`src/rtl/keypad_scanner.sv`:
```
// 4x4 key matrix scanner: drives one active-low column at a time, debounces whole-frame
// scan results and keeps a 4-deep history of accepted key codes for a 4-digit display.
module keypad_scanner #(
    parameter int SCAN_DIV       = 100000,
    parameter int DEBOUNCE_SCANS = 4
) (
    input  logic       i_clock,
    input  logic       reset_i,
    input  logic [3:0] rows_i,
    output logic [3:0] cols_o,
    output logic [3:0] key_code_o,
    output logic       key_valid_o,
    output logic       key_down_o,
    output logic [3:0] data_dig_0,
    output logic [3:0] data_dig_1,
    output logic [3:0] data_dig_2,
    output logic [3:0] data_dig_3
);

    localparam int            PW   = (SCAN_DIV > 2) ? $clog2(SCAN_DIV) : 1;
    localparam logic [PW-1:0] PMAX = PW'(SCAN_DIV - 1);
    localparam logic [2:0]    DB   = 3'(DEBOUNCE_SCANS);

    typedef enum logic [1:0] {IDLE, PRESS_CHK, HELD, RELEASE_CHK} state_t;

    state_t        state;
    logic [3:0]    rows_meta, rows_sync;
    logic [PW-1:0] presc;
    logic [1:0]    col_idx;
    logic          acc_hit;
    logic [3:0]    acc_code;
    logic [3:0]    cand;
    logic [2:0]    cnt;

    logic          tick;
    logic          col_hit, hit;
    logic [3:0]    col_code, code;
    logic [2:0]    cnt_inc;

    // Rows idle high through the pull-ups, so the synchronizer resets to "no key".
    always_ff @(posedge i_clock or posedge reset_i) begin
        if (reset_i) begin
            rows_meta <= 4'hF;
            rows_sync <= 4'hF;
        end else begin
            rows_meta <= rows_i;
            rows_sync <= rows_meta;
        end
    end

    // hit/code are the frame result including the column sampled on this tick;
    // column 0 starts a fresh frame, so the accumulator is ignored there.
    always_comb begin
        tick     = (presc == PMAX);
        col_hit  = (rows_sync != 4'hF);
        col_code = '0;
        for (int r = 3; r >= 0; r--)
            if (!rows_sync[r]) col_code = {2'(r), col_idx};
        if (col_idx == 2'd0 || !acc_hit) begin
            hit  = col_hit;
            code = col_code;
        end else begin
            hit  = 1'b1;
            code = (col_hit && col_code < acc_code) ? col_code : acc_code;
        end
        cnt_inc = (cnt == 3'd7) ? cnt : cnt + 3'd1;
    end

    always_ff @(posedge i_clock or posedge reset_i) begin
        if (reset_i) begin
            state       <= IDLE;
            presc       <= '0;
            col_idx     <= 2'd0;
            cols_o      <= 4'b1110;
            acc_hit     <= 1'b0;
            acc_code    <= '0;
            cand        <= '0;
            cnt         <= '0;
            key_code_o  <= '0;
            key_valid_o <= 1'b0;
            key_down_o  <= 1'b0;
            data_dig_0  <= '0;
            data_dig_1  <= '0;
            data_dig_2  <= '0;
            data_dig_3  <= '0;
        end else begin
            key_valid_o <= 1'b0;
            presc       <= tick ? '0 : presc + PW'(1);
            if (tick) begin
                col_idx  <= col_idx + 2'd1;
                cols_o   <= {cols_o[2:0], cols_o[3]};
                acc_hit  <= hit;
                acc_code <= code;
                if (col_idx == 2'd3) begin
                    unique case (state)
                        IDLE: begin
                            if (hit) begin
                                cand  <= code;
                                cnt   <= 3'd1;
                                state <= PRESS_CHK;
                            end
                        end
                        PRESS_CHK: begin
                            if (hit && code == cand) begin
                                cnt <= cnt_inc;
                                if (cnt_inc >= DB) begin
                                    state       <= HELD;
                                    key_down_o  <= 1'b1;
                                    key_valid_o <= 1'b1;
                                    key_code_o  <= cand;
                                    data_dig_3  <= data_dig_2;
                                    data_dig_2  <= data_dig_1;
                                    data_dig_1  <= data_dig_0;
                                    data_dig_0  <= cand;
                                end
                            end else begin
                                cnt   <= '0;
                                state <= IDLE;
                            end
                        end
                        HELD: begin
                            if (!hit) begin
                                cnt   <= 3'd1;
                                state <= RELEASE_CHK;
                            end
                        end
                        RELEASE_CHK: begin
                            if (!hit) begin
                                cnt <= cnt_inc;
                                if (cnt_inc >= DB) begin
                                    state      <= IDLE;
                                    key_down_o <= 1'b0;
                                end
                            end else begin
                                state <= HELD;
                            end
                        end
                        default: state <= IDLE;
                    endcase
                end
            end
        end
    end

endmodule

```
`config.mk`:
```
export PLATFORM = sky130hd
export DESIGN_NAME = keypad_scanner
export DESIGN_NICKNAME = d
export VERILOG_FILES = /design/src/rtl/keypad_scanner.sv
export SDC_FILE = /design/constraint.sdc
export NUM_CORES = 1
export LEC_CHECK = 0
export ABC_AREA = 1
export CELL_PAD_IN_SITES_DETAIL_PLACEMENT = 1
export CELL_PAD_IN_SITES_GLOBAL_PLACEMENT = 1
export CORE_MARGIN = 2
export CORE_UTILIZATION = 39
export DETAILED_ROUTE_END_ITERATION = 16
export PLACE_DENSITY = 0.88
export SETUP_SLACK_MARGIN = 0.2
export SLEW_MARGIN = 15
export SYNTH_ARGS = -nofsm -noshare
export SYNTH_HDL_FRONTEND = slang
export SYNTH_SLANG_ARGS = --single-unit
```
`constraint.sdc`:
```
create_clock -name i_clock -period 2.34 [get_ports i_clock]
set_input_delay 0.468 -clock i_clock [delete_from_list [all_inputs] [get_ports i_clock]]
set_output_delay 0.468 -clock i_clock [all_outputs]
set_load 0.02 [all_outputs]
```
Word-level counts from Yosys, hierarchy flattened
Cells that the tools add are included.

storage, ports and cells
  bits in registers = 63
  output and inout port bits = 26
  word-level logic and storage cells = 80

operators by class
  add/subtract/negate cells = 3
  multiplexer cells = 31
  equal/unequal tests = 16
  reduce and logical (&&, ||, !) cells = 12
  order comparisons = 2

operator list
  cell                     count
  $mux W4                  6
  $add A17 B1 Y17 const B  1
  $eq A17 B17 Y1 const B   1
  $mux W17                 1
  $mux W3                  5
  $mux W2                  6
  $ne A2 B2 Y1 const B     6
  $pmux W3 S4              1
  $mux W1                  10
  $reduce_and A5 Y1        2
  $pmux W2 S4              1
  $reduce_and A7 Y1        1
  $eq A2 B2 Y1 const B     3
  $ne A3 B3 Y1 const B     2
  $reduce_and A6 Y1        1
  $eq A4 B4 Y1             1
  $logic_not A2 Y1         2
  $lt A4 B4 Y1             1
  $ne A4 B4 Y1 const B     1
  $reduce_and A4 Y1        1
  $add A3 B1 Y3 const B    1
  $eq A3 B3 Y1 const B     1
  $ge A3 B3 Y1 const B     1
  $add A2 B1 Y2 const B    1
  6 further kinds          7

Logic depth before layout (Yosys ltp)
Gate-level depths: netlist of run 1.

  word-level depth = 14
  mapped depth = 21
  depth with buffers taken out = 21

Worst setup path after synthesis of run 1
Ideal clock, no wire load.

  path type = reg-to-reg
  start point = register rows_sync[1]
  end point = register data_dig_0[0]
  required time = 2.222 ns
  buffers on the path = 1
  setup slack = -0.120 ns
  period minus slack after synthesis = 2.460 ns
  stages on the path, launching flop included = 15
  arrival = 2.342 ns
  setup time = 0.118 ns
  cells stage by stage = dfstp_2 -> nand2_1 -> a21oi_1 -> ha_1 -> a211oi_2 -> nand2_4 -> nand2_8 -> nand2_2 -> nand3_1 -> nand3_2 -> nor3_2 -> nand4_4 -> buf_6 -> nand2_1 -> nand2_1

on the way
  longest elaborated chain between the ends = 9
  elaborated cells on any way between the ends = 11
  classes of those cells = 1 x order compare; 2 x eq/ne; 5 x mux; 3 x reduce/logical

ends and longest elaborated chain
  element                        line  RTL
  start: declaration             27    logic [3:0] rows_meta, rows_sync;
  start signal: assignment       47    rows_sync <= rows_meta;
  $mux W4 (2 in a row)           58    if (!rows_sync[r]) col_code = {2'(r), col_idx};
  $lt A4 B4 Y1                   64    code = (col_hit && col_code < acc_code) ? col_code : acc_code;
  $logic_and A1 B1 Y1            64
  $mux W4                        64
  $mux W4                        59    if (col_idx == 2'd0 || !acc_hit) begin
  $eq A4 B4 Y1                   104   if (hit && code == cand) begin
  $logic_and A1 B1 Y1 *          104
  $reduce_and A5 Y1 (no line) *  --
  end signal: assignment         114   data_dig_0 <= cand;
  end: declaration               14    output logic [3:0] data_dig_0,

Mark *: on every way between the ends. The rest lies on a longest branch, timed or not.
A chain may end at the register's enable or synchronous reset.

Worst setup path after layout of run 1
  start point = register rows_sync[0]
  end point = register data_dig_3[1]

on the way
  longest elaborated chain between the ends = 8
  elaborated cells on any way between the ends = 10
  classes of those cells = 1 x order compare; 2 x eq/ne; 4 x mux; 3 x reduce/logical

ends and longest elaborated chain
  element                        line  RTL
  $mux W4                        58
  $lt A4 B4 Y1                   64
  $logic_and A1 B1 Y1            64
  $mux W4                        64
  $mux W4                        59
  $eq A4 B4 Y1                   104
  $logic_and A1 B1 Y1 *          104
  $reduce_and A5 Y1 (no line) *  --
  end signal: assignment         111   data_dig_3 <= data_dig_2;
  end: declaration               17    output logic [3:0] data_dig_3

Marked as above.

==> summary.txt, run 1 <==
Global routing
  • GRT Residual Overflow: 0
  • Global-route wire length before repair: 15600 um
  • Vias in the first global route: 3170
  • Initial antenna violation count: 0
  • Total track usage: 22.9%
  • Largest net degree at the start of global routing: 29

STA
  • Period utilization: 122%
  • Fmax: between 300 and 400 MHz
  • Final setup viols: 23
  • Final Max Slew Viols: 0
  • RSZ-0062 raised after global routing: yes
  • Crit path time final: between 2000 and 3000 ps
  • Slew margin rel.: 39.9%
  • Final setup margin: -520 ps
  • Slew @ Worst Pin: 898 ps
  • Fin Clk Skew: 12.3 ps
  • Final Hold Viols: 0

Worst setup path
  • CP startpoint kind: flop
  • CP Launch Point: rows_sync[0]$_DFF_PP1_
  • Worst r2r src: rows_sync[0]$_DFF_PP1_
  • Crit path kind: flop to flop
  • Reg2reg setup slack: -520 ps
  • Setup crit end: data_dig_3[1]$_DFFE_PP0P_
  • Critical path arrival: 3090 ps
  • Req. time, crit path: roughly 2600 ps
  • CP max FO: 8
  • Worst r2r dst: data_dig_3[1]$_DFFE_PP0P_
  • R2r worst-path depth: 16
  • CP Capture Type: flop

Synthesis
  • Asr flop ratio synth: 100%
  • Number of synthesized flops with an enable pin: 0
  • Largest area contributor in the netlist: dfrtp_1
  • Net count after synthesis: 392
  • Most frequent cell after synthesis: nand2_1
  • Top cells by count, synth: nand2_1 (98), inv_1 (61), dfrtp_1 (52)
  • Cell area after synthesis: 0.00318 mm^2
  • Cells after Synth: 379
  • Seq/Total Area, Yosys: 50.0%
  • Avg Cell Area, Syn: 8.39 um^2
  • Yosys warning total: 0
  • Synth unique cells: 37
  • Synth Register Bits: 63
  • Area contributors post-synth: dfrtp_1 (41%), nand2_1 (12%), dfstp_2 (9.1%)
  • Share of the synthesized area in the top cell type: 40.9%
  • Synth Flop Type: dfrtp_1

Pwr
  • Power Internal: approximately 1900 uW
  • Net Sw Frac: 22.1%
  • Clock share of power: 48.3%
  • Comb power frac: under 10%
  • Net Switching: 543 uW
  • Sequential group share of total power: 45.2%
  • Leak: 0.00213 uW
  • Pwr dens: 538 mW/mm^2
  • Worst vdd ir: 0.000309 V

Placement
  • Post-DP Area: 0.00371 mm^2
  • DPL Wire Length: around 5300 um
  • IO buf count: 31
  • Place WS: -347 ps
  • RePlAce Congestion: roughly 0.8
  • Placed cell count: 520

Drt
  • DRT Pass-1 Iters: 4
  • Final WL: 11500 um
  • Detail Route Antenna Nets: 0
  • Detailed Route Iter0 Violations: 101
  • Residual DRC: 0
  • WL per Instance: 20.6 um
  • Vias/cell: ~5.5
  • Total number of vias: 3093

Floorplanning
  • Core ar.: 0.00781 mm^2
  • Initial core utilization: approximately two fifths
  • Top-Level Pins: 32
  • Die ar.: 0.00889 mm^2
  • Core Rows: 32
  • Chip width: 94.3 um
  • Chip height: 94.3 um

Cells and area
  • Area Overhead vs Synth: 43.2%
  • Design area: between 0.004 and 0.005 mm^2
  • Final Core Density: 58.3%
  • NumNets Final: 465
  • Max reg flops: 17
  • Ratio of cells with drive above 1 in the final layout: 34.1%
  • Non-Filler Instances: between 500 and 600
  • N_diodes: 0
  • Largest Register: presc

Clock tree
  • Worst-path clk slew: 70 ps
  • CTS Buffer Depth: 2
  • H-tree depth: 3
  • Cts bufs inserted: 9
  • Hold_buf cts: 0
  • CTS tree: built
  • CTS root buffer: clkbuf_8
  • Skew-Pair Late Insertion Delay: 360 ps
  • Clock sinks: 63

Flow run
  • Max-cap violation count: 0

Worst hold path
  • Hold Crit Class: flop to flop

Run status
  • Status: finished with violations
  • Failing checks: setup timing
## cell usage in the layout (no fill, tap or decap), types with 4 or more instances in the layout
cell type / netlist / layout
clkbuf_8: 0 / 10
buf_4: 4 / 26
inv_1: 61 / 48
nand3_2: 2 / 6
o21ai_1: 0 / 5
o21ai_2: 1 / 5
nor2_4: 2 / 10
nor4_1: 5 / 4
nand2_4: 3 / 17
nand3_1: 17 / 9
nand2_1: 98 / 73
clkdlybuf4s50_1: 0 / 31
nor2_1: 29 / 21
nand3_4: 0 / 4
a21oi_1: 8 / 6
dfrtp_1: 52 / 52
nand2_2: 6 / 17
o21ai_0: 24 / 15
nand4_1: 19 / 19
dfstp_2: 11 / 11
inv_2: 1 / 13
buf_6: 1 / 8
## worst max-delay path, stage by stage (launching register included)
cell and delay [ps]:
dfstp_2 560, nand2_4 80, a21oi_4 210, ha_4 260, a211oi_4 250, nand2_4 160, nand2_8 140, nand2_4 70
nand3_2 80, nand2_2 60, inv_2 80, nand2_4 70, nor3_4 150, buf_6 150, nand4_4 180, nand2_1 160
nand2_1 80
## area by class of cell
| type | instances | area [um^2] |
|---|---|---|
| fill | 887 | 3250 |
| multi-input combinational | 248 | 1720 |
| sequential | 63 | 1590 |
| timing repair buffer | 67 | 636 |
| inverter | 63 | 243 |
| clock buffer | 13 | 149 |
| tap | 102 | 128 |
| clock inverter | 3 | 90.1 |
## power by group through the flow
stage	logic [uW]	registers [uW]	clock network [uW]
after CTS	128	1110	1180
after floorplan	58.2	1130	0
after global routing	170	1110	1250
after global placement	92.3	1130	0
after detailed placement	96.2	1130	0
final	160	1110	1180
## worst min-delay path by stage
stage | start | to | slack, ps | cells past startpoint
floorplan | rows_meta[0]$_DFF_PP1_ | rows_sync[0]$_DFF_PP1_ | 350 | 0
finish | rows_meta[0]$_DFF_PP1_ | rows_sync[0]$_DFF_PP1_ | 360 | 0
global route | rows_meta[2]$_DFF_PP1_ | rows_sync[2]$_DFF_PP1_ | 360 | 0
global placement | rows_meta[3]$_DFF_PP1_ | rows_sync[3]$_DFF_PP1_ | 350 | 0
detailed placement | rows_meta[0]$_DFF_PP1_ | rows_sync[0]$_DFF_PP1_ | 350 | 0
CTS | rows_meta[0]$_DFF_PP1_ | rows_sync[0]$_DFF_PP1_ | 360 | 0
## through the flow
stage / total power (uW) / hold slack [ps] / TNS [ps]
finish: 2450 / 355 / -9920
global route: 2520 / 363 / -12660
CTS: 2420 / 357 / -4500
detailed placement: 1220 / 347 / -6330
global placement: 1220 / 347 / -3360
floorplan: 1180 / 345 / -1070
## repair_timing
action | 4_1_cts | 5_1_grt
setup buffers | 12 | 6
pin swaps | 25 | 17
gates resized for setup | 31 | 81
endpoints found under the setup margin | 27 | 36
gates cloned | 5 | 0
## logic make-up (layout without fill, tap and decap cells)
family / after synthesis / after routing / share of synthesized area [%]
compound gates: 39 / 39 / 6.88
fa+ha+maj: 7 / 7 / 2.75
buf+inv: 73 / 146 / 9.76
simple gates: 195 / 200 / 30.1
flops: 63 / 63 / 50.0
xor+xnor: 2 / 2 / 0.551
## layer usage
metal  global-route usage (%)  vias up  part of all wire (%)  routed length [um]
li1                         -     1366                     -                   -
met1                     27.7     1543                    37                4290
met2                     39.9      134                    53                6060
met3                     4.17       50                   5.0                 580
met4                     9.66        0                   5.1                 583
met5                        0        -                     0                   0
Note: power is estimated with default switching activity, not from simulation.
==> run 2: changes to the inputs <==
--- a/config.mk
+++ b/config.mk
@@ -17,3 +17,4 @@
 export SYNTH_ARGS = -nofsm -noshare
 export SYNTH_HDL_FRONTEND = slang
 export SYNTH_SLANG_ARGS = --single-unit
+export TNS_END_PERCENT = 50
==> run 2 against run 1 <==
Global-route usage increased by 1.7 points. Fmax decreased by 2.5%. Cell count decreased by 1.3%. Clock power decreased by 29%. Critical endpoint is now data_dig_2[1]$_DFFE_PP0P_. Die area unchanged. The run still ends with setup timing left. Largest power group is now registers. Flip-flop and latch count unchanged. Critical path depth unchanged.
==> summary.txt, run 2 (synthesized netlist as in run 1, its figures left out) <==
STA
  • Final Max Slew Viols: 0
  • Slew margin rel.: a little under 40%
  • Final setup margin: -593 ps
  • Fin Clk Skew: 12.7 ps
  • Final setup viols: 28
  • Period utilization: 125%
  • Setup TNS: -11540 ps
  • Final Hold Viols: 0
  • Fmax: 341 MHz
  • Crit path time final: ~3000 ps
  • RSZ-0062 raised after global routing: yes
  • Slew @ Worst Pin: 916 ps

Clock tree
  • CTS root buffer: clkbuf_8
  • Clock sinks: 63
  • H-tree depth: 3
  • Worst-path clk slew: 80 ps
  • CTS Buffer Depth: 2
  • Cts bufs inserted: 9
  • CTS tree: built
  • Skew-Pair Late Insertion Delay: approximately 350 ps

Floorplanning
  • Top-Level Pins: 32
  • Die ar.: 0.00889 mm^2
  • Chip height: 94.3 um
  • Core ar.: 0.00781 mm^2
  • Chip width: ~94 um
  • Core Rows: 32
  • Initial core utilization: 40.7%

Drt
  • Total number of vias: 3120
  • Detail Route Antenna Nets: 0
  • DRT Pass-1 Iters: 4
  • Detailed Route Iter0 Violations: 280
  • Vias/cell: 5.65
  • WL per Instance: 21.6 um
  • Final WL: between 10000 and 15000 um
  • Residual DRC: 0

Cells and area
  • Final Core Density: 54.8%
  • Design area: roughly 0.0043 mm^2
  • Ratio of cells with drive above 1 in the final layout: 30.2%
  • Non-Filler Instances: about 550
  • NumNets Final: 458
  • Area Overhead vs Synth: 34.6%
  • Largest Register: presc
  • Fill count: 893
  • Max reg flops: 17
  • N_diodes: 0
  • Most frequent cells in the layout: nand2_1 (74), inv_1 (53), dfrtp_1 (52), clkdlybuf4s50_1 (31), buf_4 (27)
  • Commonest non-fill, non-tap cell in the layout: nand2_1

Worst setup path
  • CP Capture Type: flop
  • Crit path kind: flop to flop
  • CP max FO: 8
  • Critical path arrival: 3180 ps
  • CP startpoint kind: flop
  • CP Launch Point: rows_sync[1]$_DFF_PP1_
  • Req. time, crit path: 2580 ps
  • Worst r2r src: rows_sync[1]$_DFF_PP1_

Placement
  • Placed cell count: 518
  • RePlAce Congestion: a little under 0.8
  • DPL Wire Length: 5660 um
  • Post-DP Area: ~0.0037 mm^2
  • IO buf count: 31

Global routing
  • GRT Residual Overflow: 0
  • Initial antenna violation count: 0
  • Vias in the first global route: 3252
  • Global-route wire length before repair: approximately 17000 um
  • Largest net degree at the start of global routing: 64
  • Total track usage: 24.5%

Pwr
  • Pwr dens: 490 mW/mm^2
  • Leak: 0.00200 uW
  • Worst vdd ir: 0.000216 V

Worst hold path
  • Hold Crit Class: flop to flop
  • Min-delay src: rows_meta[3]$_DFF_PP1_

Flow run
  • Max-cap violation count: 0

Run status
  • Status: finished with violations
  • Failing checks: setup timing
-- run 2: power breakdown --
part / leakage [uW] / internal, uW / switching [uW] / total, uW
combinational: 0.00109 / 61.4 / 88.9 / 150
sequential: 0.000827 / 1100 / 6.08 / 1110
clock: 0.0000801 / 381 / 458 / 839
-- run 2: worst max-delay path: stages (launching register included) --
cell      delay [ps]
dfstp_2          570
nand2_4           80
a21oi_4          200
ha_4             250
a211oi_4         250
nand2_4          150
nand2_8          120
nand2_4           60
nand2_2           60
nand2_1           60
nand2_2          110
nand2_4           80
nor3_4           230
buf_6            160
nand4_4          200
nand2_1          170
nand2_1           70
-- run 2: path summary, 6_finish.rpt --
check	slack, ps	depth (start not counted)	to
hold / removal	360	0	rows_sync[3]$_DFF_PP1_
hold reg to reg	360	0	rows_sync[3]$_DFF_PP1_
setup / recovery	-590	16	data_dig_2[1]$_DFFE_PP0P_
min in group asynchronous	500	3	data_dig_1[2]$_DFFE_PP0P_
setup reg to reg	-590	16	data_dig_2[1]$_DFFE_PP0P_
max in group asynchronous	1500	3	cols_o[1]$_DFFE_PP1N_
-- run 2: per-layer routing --
metal | GRT usage [%] | share of wire, % | vias up
li1 | - | - | 1354
met1 | 30.2 | 39 | 1556
met2 | 40.8 | 50 | 165
met4 | 12.6 | 4.7 | 0
met3 | 4.98 | 5.6 | 45
met5 | 0 | 0 | -
-- run 2: through the flow --
step	hold slack, ps	total power, uW	setup slack [ps]
finish	357	2100	-593
global route	365	2150	-713
CTS	358	2040	-262
detailed placement	347	1220	-374
global placement	346	1220	-206
floorplan	345	1180	-115
-- run 2: layout make-up --
cell class	instances	area [um^2]	share of cell area, %
Clock inverter	4	22.5	0.526
Tap cell	102	128	2.98
Clock buffer	12	135	3.16
Timing Repair Buffer	60	544	12.7
Inverter	63	240	5.61
Multi-Input combinational cell	248	1620	37.9
Sequential cell	63	1590	37.1
-- run 2: repair_timing --
action | CTS | global route
hold buffers | 0 | 0
endpoints found under the hold margin | 0 | 0
endpoints found under the setup margin | 28 | 36
gates cloned | 4 | 1
gates resized for setup | 32 | 43
setup buffers | 6 | 7
pin swaps | 16 | 33
==> run 3: changes to the inputs <==
--- a/config.mk
+++ b/config.mk
@@ -5,13 +5,12 @@
 export SDC_FILE = /design/constraint.sdc
 export NUM_CORES = 1
 export LEC_CHECK = 0
-export ABC_AREA = 1
 export CELL_PAD_IN_SITES_DETAIL_PLACEMENT = 1
 export CELL_PAD_IN_SITES_GLOBAL_PLACEMENT = 1
 export CORE_MARGIN = 2
-export CORE_UTILIZATION = 39
+export CORE_UTILIZATION = 40
 export DETAILED_ROUTE_END_ITERATION = 16
-export PLACE_DENSITY = 0.88
+export PLACE_DENSITY = 0.86
 export SETUP_SLACK_MARGIN = 0.2
 export SLEW_MARGIN = 15
 export SYNTH_ARGS = -nofsm -noshare
==> run 3 against run 2 <==
The run still ends with setup timing left. Routed wire length fell by 10%. Synthesized area up 0.63%. Hold slack improved by 1.3 ps. Via count shrank 14%. Sequential share of layout area shrank 1.4 points. Critical path depth fell by 5.
==> summary.txt, run 3 <==
Run status
  • Status: finished with violations
  • Failing checks: setup timing

Pwr
  • Net Switching: 550 uW
  • Sequential group share of total power: between 40% and 50%
  • Comb power frac: 6.0%
  • Power Internal: approximately 1800 uW
  • Worst vdd ir: roughly 0.00029 V
  • Clock share of power: between 40% and 50%
  • Net Sw Frac: between 20 and 25%
  • Leak: 0.00200 uW
  • Pwr dens: 532 mW/mm^2

Synthesis
  • Cell area after synthesis: 0.00320 mm^2
  • Area contributors post-synth: dfrtp_1 (41%), dfstp_2 (9.0%), mux2_2 (6.0%)
  • Largest area contributor in the netlist: dfrtp_1
  • Number of synthesized flops with an enable pin: 0
  • Most frequent cell after synthesis: dfrtp_1
  • Asr flop ratio synth: 100%
  • Cells after Synth: 287
  • Net count after synthesis: 300
  • Seq/Total Area, Yosys: between 40 and 50%
  • Synth Register Bits: 63
  • Share of the synthesized area in the top cell type: 40.7%
  • Synth Flop Type: dfrtp_1
  • Synth unique cells: 50
  • Yosys warning total: 0
  • Avg Cell Area, Syn: 11.2 um^2
  • Top cells by count, synth: dfrtp_1 (52), nand2_1 (22), mux2_2 (17)

Cells and area
  • N_diodes: 0
  • Reg area: 0.00159 mm^2
  • Fill count: between 800 and 900
  • Non-Filler Instances: about 470
  • Commonest non-fill, non-tap cell in the layout: dfrtp_1
  • Largest Register: presc
  • Max reg flops: 17
  • Final Core Density: 57.6%
  • Most frequent cells in the layout: dfrtp_1 (52), buf_4 (40), clkdlybuf4s50_1 (31), nand2_1 (18)
  • NumNets Final: 378
  • Multi-input logic area: 0.00170 mm^2
  • Ratio of cells with drive above 1 in the final layout: 37.3%
  • Area Overhead vs Synth: 39.2%

Placement
  • Placed cell count: 445
  • Place WS: -599 ps
  • DPL Wire Length: between 6000 and 7000 um
  • RePlAce Congestion: between 0.8 and 0.9
  • IO buf count: 31

Worst setup path
  • CP Capture Type: flop
  • Req. time, crit path: 2580 ps
  • Critical path arrival: about 3200 ps
  • CP Buf/Inv Count: 2
  • CP max FO: 8
  • CP delay by family, top: simple AND/OR/NAND/NOR gates
  • CP startpoint kind: flop
  • Crit path kind: flop to flop
  • Crit path top cell by count: o211ai_1
  • CP Cell Sequence: and4_4, nor2_4, ha_4, buf_6, o211ai_1, nand4b_1, o211ai_1, nor4b_4, nand4_4, clkbuf_16, mux2_2
  • Crit-path slowest cell: dfstp_2
  • Max incr delay on CP: ~570 ps

Flow run
  • Max-cap violation count: 0

STA
  • Final setup margin: -623 ps
  • Crit path time final: 2960 ps
  • RSZ-0062 raised after global routing: yes
  • Period utilization: 127%
  • Fin Clk Skew: 12.6 ps
  • Final Max Slew Viols: 0
  • Final Hold Viols: 0
  • Slew @ Worst Pin: 608 ps
  • Fmax: 337 MHz
  • Slew margin rel.: 59.0%
  • Final setup viols: 30

Clock tree
  • Cts bufs inserted: 9
  • Worst-path clk slew: 70 ps
  • CTS root buffer: clkbuf_8
  • Clock sinks: 63
  • H-tree depth: 3
  • CTS tree: built
  • Skew-Pair Late Insertion Delay: 360 ps
  • CTS Buffer Depth: 2

Global routing
  • GRT Residual Overflow: 0
  • GR peak layer: met2
  • GRT met2 Usage: about two fifths
  • Met1 GRT Util: between 20% and 30%
  • Global-route wire length before repair: 15300 um
  • Initial antenna violation count: 0
  • Total track usage: 23.6%
  • Grt met3 use: 5.48%
  • Largest net degree at the start of global routing: 64
  • Vias in the first global route: 2940

Drt
  • Total number of vias: 2690
  • Final WL: between 10000 and 15000 um
  • Detailed Route Iter0 Violations: 158
  • Residual DRC: 0
  • Detail Route Antenna Nets: 0
  • Vias/cell: 5.70
  • DRT Pass-1 Iters: 4
  • WL per Instance: 22.7 um

Floorplanning
  • Core Rows: 32
  • Die ar.: 0.00873 mm^2
  • Chip height: 93.5 um
  • Chip width: 93.5 um
  • Top-Level Pins: 32
  • Core ar.: 0.00773 mm^2
  • Initial core utilization: 41.4%

Worst hold path
  • Hold Crit Class: flop to flop
run 3: changes by cell type in the layout (fill, tap and decap cells not counted), sizes merged, moves of 12 or more:
cell   change
nand2     -86
inv       -51
mux2      +24
buf       +19
nor2      -19
xnor2     +14
nand4     -12
run 3: repair_timing:
| action | CTS | global route |
|---|---|---|
| pin swaps | 8 | 12 |
| endpoints found under the setup margin | 35 | 36 |
| setup buffers | 7 | 2 |
| gates resized for setup | 27 | 22 |
| hold buffers | 0 | 0 |
| cloned | 0 | 2 |
run 3: metrics by stage:
step | hold slack [ps] | instance area (um^2) | power, uW | TNS, ps
6_report | 358 | 4450 | 2370 | -13050
3_3_place_gp | 345 | 3890 | 1220 | -8530
2_1_floorplan | 345 | 3230 | 1180 | -11660
3_5_place_dp | 350 | 3890 | 1230 | -14060
5_1_grt | 360 | 4450 | 2440 | -15210
4_1_cts | 361 | 4290 | 2370 | -8050
run 3: worst paths after layout:
| check | from | endpoint | slack, ps | cells past startpoint |
|---|---|---|---|---|
| max in group asynchronous | reset_i | rows_sync[1]$_DFF_PP1_ | 1520 | 3 |
| worst max-delay path | rows_sync[1]$_DFF_PP1_ | data_dig_3[1]$_DFFE_PP0P_ | -620 | 11 |
| worst min-delay path | rows_meta[0]$_DFF_PP1_ | rows_sync[0]$_DFF_PP1_ | 360 | 0 |
| worst min register to register | rows_meta[0]$_DFF_PP1_ | rows_sync[0]$_DFF_PP1_ | 360 | 0 |
| worst max register to register | rows_sync[1]$_DFF_PP1_ | data_dig_3[1]$_DFFE_PP0P_ | -620 | 11 |
| min in group asynchronous | reset_i | data_dig_3[0]$_DFFE_PP0P_ | 490 | 3 |
run 3: layout make-up:
type | instances | area share, %
repair buffers | 81 | 17.2
clock buffers | 11 | 3.40
flip-flops and latches | 63 | 35.7
inverters | 11 | 0.927
multi-input cells | 199 | 38.1
well taps | 102 | 2.87
clock inverters | 5 | 1.80
run 3: logic make-up after synthesis:
kind of cell	synth area share (%)
and+or+nand+nor	17.8
DFF	49.7
AOI/OAI and AO/OA	10.1
buffers and inverters	4.38
muxes	9.58
xor gates and xnor gates	5.75
adders and majority gates	2.74
run 3: metal layers:
metal	vias up	wire length, um	part of all wire [%]
met5	-	0	0
met2	74	5590	52
met3	40	331	3.1
li1	1188	-	-
met4	0	559	5.2
met1	1388	4220	39
run 3: worst register-to-register path: stages, from the launching register on:
cell       delay [ps]
dfstp_2           570
and4_4            270
nor2_4             60
ha_4              290
buf_6             100
o211ai_1           80
nand4b_1          130
o211ai_1          200
nor4b_4           430
nand4_4           220
clkbuf_16         230
mux2_2            280
run 3: power by group through the flow:
stage | sequential, uW | combinational (uW) | clock (uW)
after floorplan | 1130 | 54.2 | 0
after global placement | 1130 | 97.9 | 0
after detailed placement | 1130 | 104 | 0
after CTS | 1110 | 129 | 1130
after global routing | 1110 | 151 | 1190
final | 1110 | 142 | 1120
